### src/rtl/out_stretch.sv
// rtl/out_stretch.sv - three-channel event stretcher with registered glitch-free outputs
// Each rising event holds its output high for HOLD cycles; retriggers restart the window.
module out_stretch #(
  parameter int unsigned HOLD = 25000000
) (
  input  logic clk,
  input  logic reset,
  input  logic e1,
  input  logic e2,
  input  logic e3,
  output logic q1,
  output logic q2,
  output logic q3,
  output logic any_active
);

  localparam int CW = $clog2(HOLD + 1);
  localparam logic [CW-1:0] HOLD_V = CW'(HOLD);
  localparam logic [CW-1:0] ONE_V  = CW'(1);

  logic [2:0]    e_vec;
  logic [2:0]    prev;
  logic [2:0]    rise;
  logic [2:0]    q_r;
  logic [2:0]    q_nxt;
  logic [CW-1:0] cnt     [3];
  logic [CW-1:0] cnt_nxt [3];
  logic          any_r;

  assign e_vec = {e3, e2, e1};

  always_comb begin
    rise  = '0;
    q_nxt = q_r;
    for (int i = 0; i < 3; i++) begin
      cnt_nxt[i] = cnt[i];
      rise[i]    = e_vec[i] & ~prev[i];
      if (rise[i]) begin
        cnt_nxt[i] = HOLD_V;
        q_nxt[i]   = 1'b1;
      end else if (cnt[i] != '0) begin
        if (cnt[i] == ONE_V) begin
          cnt_nxt[i] = '0;
          q_nxt[i]   = 1'b0;
        end else begin
          cnt_nxt[i] = cnt[i] - ONE_V;
        end
      end
    end
  end

  // prev resets high so a level already asserted at reset release never fires
  always_ff @(posedge clk) begin
    if (reset) begin
      prev  <= 3'b111;
      q_r   <= '0;
      any_r <= 1'b0;
      for (int i = 0; i < 3; i++) cnt[i] <= '0;
    end else begin
      prev  <= e_vec;
      q_r   <= q_nxt;
      any_r <= |q_nxt;
      for (int i = 0; i < 3; i++) cnt[i] <= cnt_nxt[i];
    end
  end

  assign q1         = q_r[0];
  assign q2         = q_r[1];
  assign q3         = q_r[2];
  assign any_active = any_r;

endmodule

### config.mk
export PLATFORM = sky130hd
export DESIGN_NAME = out_stretch
export DESIGN_NICKNAME = d
export VERILOG_FILES = /design/src/rtl/out_stretch.sv
export SDC_FILE = /design/constraint.sdc
export NUM_CORES = 1
export LEC_CHECK = 0
export ABC_AREA = 1
export CAP_MARGIN = 20
export CORE_AREA = 2 2 129 81
export DETAILED_ROUTE_END_ITERATION = 16
export DIE_AREA = 0 0 131 83
export HOLD_SLACK_MARGIN = 0.12
export SLEW_MARGIN = 20
export SYNTH_ARGS = -nofsm -noshare
export SYNTH_HDL_FRONTEND = slang
export SYNTH_SLANG_ARGS = --single-unit
### constraint.sdc
create_clock -name clk -period 2 [get_ports clk]
set_input_delay 0.6 -clock clk [delete_from_list [all_inputs] [get_ports clk]]
set_output_delay 0.6 -clock clk [all_outputs]
set_load 0.05 [all_outputs]
Word level (Yosys, flattened, before mapping):

Memory sizes are Yosys's and may differ from the RTL's.
Cells that the tools add are included.

* bits in latches: 0
* input port bits: 5
* bits in writable memories: 75
* bits in read-only memories: 0
* output and inout bits: 4
* bits in registers: 7
* memories: 1

* add/subtract/negate cells: 3
* shifts and indexed selects: 0
* eq/ne operators: 3
* bitwise operators: 9
* mux-type cells: 24
* multiply operators: 0
* magnitude comparators: 0
* reductions and logical operators: 4
* div/mod/pow operators: 0

Memory list
* cnt: depth 3, bits a word 25, read ports 3, clocked after memory_dff 0, write ports 3, line 26 `logic [CW-1:0] cnt [3];`

Operators by type and width (count)
* $mux 25: 12
* $eq 25x1->1 const B: 3
* $reduce_bool 25->1: 3
* $sub 25x1->25 const B: 3
* $mux 1: 12
* $and 1x1->1: 3
* $not 1->1: 3
* $or 1x1->1: 3
* $reduce_or 3->1: 1

Logic depth before layout (Yosys ltp):

Gate-level depths: netlist of the first run.

* depth after elaboration: 5
* mapped depth: 12
* mapped depth without buffers: 11

Worst setup path before layout of the first run:

Ideal clock, no wire load.

* path kind: reg-to-reg
* start: memory cnt[0][50] in the netlist's numbering
* end: memory cnt[0][63] in the netlist's numbering
* arrival: 1.501 ns
* slack: 0.359 ns
* data required time: 1.860 ns
* cell stages (with the launch flop): 11
* cells stage by stage: dfxtp_1 -> inv_1 -> ha_1 -> nand2_4 -> nor2_4 -> nand2_4 -> nor2_8 -> nor2_4 -> buf_6 -> nand2_2 -> a21oi_2

RTL lines (line)
* start, declared: 26

==> Implementation_results.wiki, run 1 <==
{| class="wikitable"
! Metric !! Value
|-
| Simple-gate share of the synthesized area || between 40 and 50%
|-
| Number of detailed-routing iterations run before antenna repair || 5
|-
| Critical path peak fanout || 11
|-
| Leak || ~0.0025 µW
|-
| Initial core utilization || around half
|-
| Post-synthesis instance area || between 4000 and 5000 µm²
|-
| Peak supply drop || around 0.69 mV
|-
| Average footprint of a synthesized cell || around 6.7 µm²
|-
| Number of design rule violations left after detail routing || 0
|-
| Crit. Startpoint || cnt[0][50]
|-
| Number of H-tree levels || 3
|-
| Number of vias in the routed layout || between 4,000 and 5,000
|-
| Pin count of the biggest net entering global routing || 20
|-
| Total internal power || slightly above 5000 µW
|-
| Total power density per cell area || 1904 nW/µm²
|-
| Via density per instance || just over 5
|-
| Synth Warn # || 0
|-
| Clock tree from TritonCTS || built
|-
| HPWL reported at the end of detailed placement || roughly 9000 µm
|-
| Dominant combinational cell family by area after synthesis || simple AND/OR/NAND/NOR gates
|-
| Multiplexer share of the synthesized area || 0%
|-
| Post-route worst setup slack || between 0.2 and 0.25 ns
|-
| Die outline area || 10,870 µm²
|-
| Maximum buffer depth of the clock tree || 2
|-
| CP endpoint || cnt[0][69]
|-
| Post-Place Setup Slack || approximately 0.09 ns
|-
| Required time at the endpoint of the critical path || about 2.3 ns
|-
| Number of setup buffers added after CTS || 0
|-
| Port Buf Inserts || 8
|-
| Vert. Die Dim || 83 µm
|-
| Setup repair after global routing missed its margin || no
|-
| Net switching power || around 5000 µW
|-
| Adder-Cell Fraction of Synth Area || around 1.6%
|-
| Number of nets in the layout || roughly 740
|-
| Classification of the worst-slack hold path || reg -> reg
|-
| Total core area || around 9600 µm²
|-
| CTS Hold Bufs || 0
|-
| Final-report setup violation count || 0
|-
| Worst setup SP type || register
|-
| Cell count after synthesis || ~700
|-
| Endpoint kind of the worst setup timing path || register
|-
| Final Wtd Congestion || 0.9305
|-
| Number of hold violations in the final report || 0
|-
| Clock tree skew after final layout || 0.005073 ns
|-
| Library cells used by synthesis || 37
|-
| Clock latency on the worst-skew pair || approximately 0.34 ns
|-
| Total CTS buffers || 9
|-
| Horizontal die dimension || ~130 µm
|-
| Power share of the clock group || roughly 15%
|-
| Number of synthesized register bits || 82
|-
| First-pass GRT wire length || 20,070 µm
|-
| Sequential share of power || 27.5%
|-
| Post-synthesis net count || between 700 and 800
|-
| Detail Route Antenna Nets || 0
|-
| Antenna violations before repair || 0
|-
| Area share of xor/xnor cells in the synthesized design || roughly 4.8%
|-
| Total gr overflow || 0
|-
| Total I/O pin count || 9
|-
| Minimum clock period after layout || 1.777 ns
|-
| Post-synthesis compound-gate area fraction || roughly 8%
|-
| R2R cell count || 9
|-
| FF-to-FF setup slack || 0.22 ns
|-
| DR WL/cell || around 13 µm
|-
| Total Negative Setup Slacks || 0 ns
|-
| Switching share of power || between 50% and 60%
|-
| Share of the clock period used by the worst path after layout || around 90%
|-
| Post-synthesis sequential area ratio || 34.91%
|-
| Pin slew with the least headroom to its limit || 0.5425 ns
|-
| Relative contribution of combinational cells to total power || 57.7%
|-
| Standard-cell rows || 28
|-
| Arrival time of the worst setup path || ~2 ns
|-
| Clk sinks || 82
|-
| Via count of the first global-routing pass || approximately 4,100
|-
| Initial DRC count || about 310
|-
| Leading cell types in the layout, fill and taps excluded || 148 x nor2_1, 148 x nand2_1, 82 x dfxtp_1, 72 x inv_1, 45 x nand3_1
|-
| Type of the worst setup path || reg -> reg
|-
| Final number of max-transition violations || 0
|-
| Beginning of the worst register-to-register path || cnt[0][50]
|-
| Area delta synth->final || 12.72%
|-
| Fmax || ~0.56 GHz
|-
| Reg-to-reg endpoint || cnt[0][69]
|-
| Antenna diodes || 0
|-
| Clock-pin slew on the worst setup and hold paths || about 0.060 ns
|-
| Max_slew headroom || approximately 64%
|-
| Global Route Usage Sum || 23.10%
|-
| Detailed-route wire length || approximately 12,000 µm
|-
| Layout cells sized above 1 || between 10% and 20%
|-
| Clock Tree Root || clkbuf_16
|-
| Number of maximum-capacitance violations || 0
|-
| Run status || complete, no violations
|}
sequential cells by signal, indices dropped and copies added, names as in the netlist:
signal / flops
any_active: 1
cnt: 75
prev: 3
q_r: 3
per-stage QoR:
| stage | hold WS (ns) | total power (µW) | cell area (µm²) | utilization [%] | std cells |
|---|---|---|---|---|---|
| CTS | 0.4825 | 10020 | 5295 | 54.96 | 871 |
| detailed placement | 0.4739 | 8487 | 5035 | 52.26 | 856 |
| global placement | 0.4734 | 8405 | 5035 | 52.26 | 856 |
| global route | 0.5132 | 11050 | 5300 | 55.01 | 871 |
| finish | 0.4818 | 10090 | 5300 | 55.01 | 871 |
| floorplan | 0.4505 | 7258 | 4702 | - | 702 |
power by group through the flow:
| stage | logic, µW | clock network (µW) | registers [µW] |
|---|---|---|---|
| detailed placement | 5700 | 0 | 2790 |
| global route | 6600 | 1590 | 2850 |
| finish | 5830 | 1490 | 2780 |
| global placement | 5620 | 0 | 2790 |
| CTS | 5740 | 1520 | 2760 |
| floorplan | 4620 | 0 | 2640 |
worst min path at each step:
stage | from | endpoint | slack (ns) | cells after the start
after CTS | cnt[0][74] | cnt[0][74] | 0.48 | 2
after detailed placement | cnt[0][74] | cnt[0][74] | 0.47 | 2
after global placement | cnt[0][74] | cnt[0][74] | 0.47 | 2
final | cnt[0][74] | cnt[0][74] | 0.48 | 2
after global routing | cnt[0][49] | cnt[0][49] | 0.51 | 2
after floorplan | cnt[0][49] | cnt[0][49] | 0.45 | 2
area by class of cell:
type / count / area (µm²)
Clock buffer: 9 / 225.2
Clock inverter: 6 / 35.03
Fill cell: 971 / 4334
Inverter: 78 / 295.3
Multi-Input combinational cell: 533 / 2714
Sequential cell: 82 / 1642
Tap cell: 135 / 168.9
Timing Repair Buffer: 28 / 220.2
cells by family after synthesis:
| kind of cell | after synthesis |
|---|---|
| AO/OA/AOI/OAI | 61 |
| XOR/XNOR | 26 |
| adder cells (fa/ha/maj) | 6 |
| buffers and inverters | 87 |
| flip-flops | 82 |
| AND/OR/NAND/NOR | 440 |
per-layer routing:
layer  GRT usage, %  wire length (µm)  part of all wire [%]
met3          6.508               637                   5.4
met4          4.449               110                  0.94
met2          31.42              4524                    39
met1          35.95              6432                    55
met5              0                 0                     0
what timing repair did:
action	CTS	global route
endpoints found under the hold margin	0	0
gates resized for setup	0	1
endpoints found under the setup margin	0	1
cells in the mapped netlist:
library cell | instances | area [µm²]
a21oi_2 | 10 | 87.58
nor2_8 | 1 | 20.02
o21ai_0 | 6 | 30.03
o21a_1 | 2 | 15.01
o21bai_1 | 5 | 37.54
xnor2_1 | 14 | 122.6
buf_6 | 3 | 33.78
nor2_2 | 12 | 75.07
clkinv_1 | 1 | 3.750
xor2_1 | 12 | 105.1
nand2_4 | 2 | 22.52
nand3b_1 | 1 | 7.510
inv_2 | 4 | 15.01
nand3_2 | 7 | 70.07
inv_1 | 72 | 270.3
nand4_1 | 21 | 131.4
and2_1 | 1 | 6.260
o21ai_1 | 1 | 5.000
nor3b_1 | 1 | 7.510
clkbuf_1 | 5 | 18.77
nor3_2 | 2 | 20.02
inv_4 | 1 | 6.260
nand3_1 | 45 | 225.2
nand2_2 | 17 | 106.4
nor4_1 | 10 | 62.56
or2_2 | 3 | 18.77
ha_1 | 6 | 75.07
a21oi_1 | 34 | 170.2
nor2_4 | 8 | 90.09
buf_1 | 1 | 3.750
o31ai_1 | 1 | 7.510
dfxtp_1 | 82 | 1642
nor2_1 | 148 | 555.5
a21o_1 | 1 | 7.510
nor3_1 | 13 | 65.06
o22ai_1 | 1 | 6.260
nand2_1 | 148 | 555.5
critical path, cell delays in order, from the launching register on:
cell and delay [ns]:
dfxtp_1 0.35, inv_1 0.06, ha_1 0.25, nand2_4 0.11, nor2_4 0.06, nand2_4 0.13, nor2_8 0.08, nor2_4 0.38
nand3_2 0.14, a21oi_2 0.14
Note: power is estimated with default switching activity, not from simulation.
==> run 2, diff against run 1 <==
--- a/config.mk
+++ b/config.mk
@@ -6,6 +6,7 @@
 export NUM_CORES = 1
 export LEC_CHECK = 0
 export ABC_AREA = 1
+export ABC_CLOCK_PERIOD_IN_PS = 2000
 export CAP_MARGIN = 20
 export CORE_AREA = 2 2 129 81
 export DETAILED_ROUTE_END_ITERATION = 16
==> results of run 2 <==
The final DEF is identical to that of run 1; final timing and power are the same.
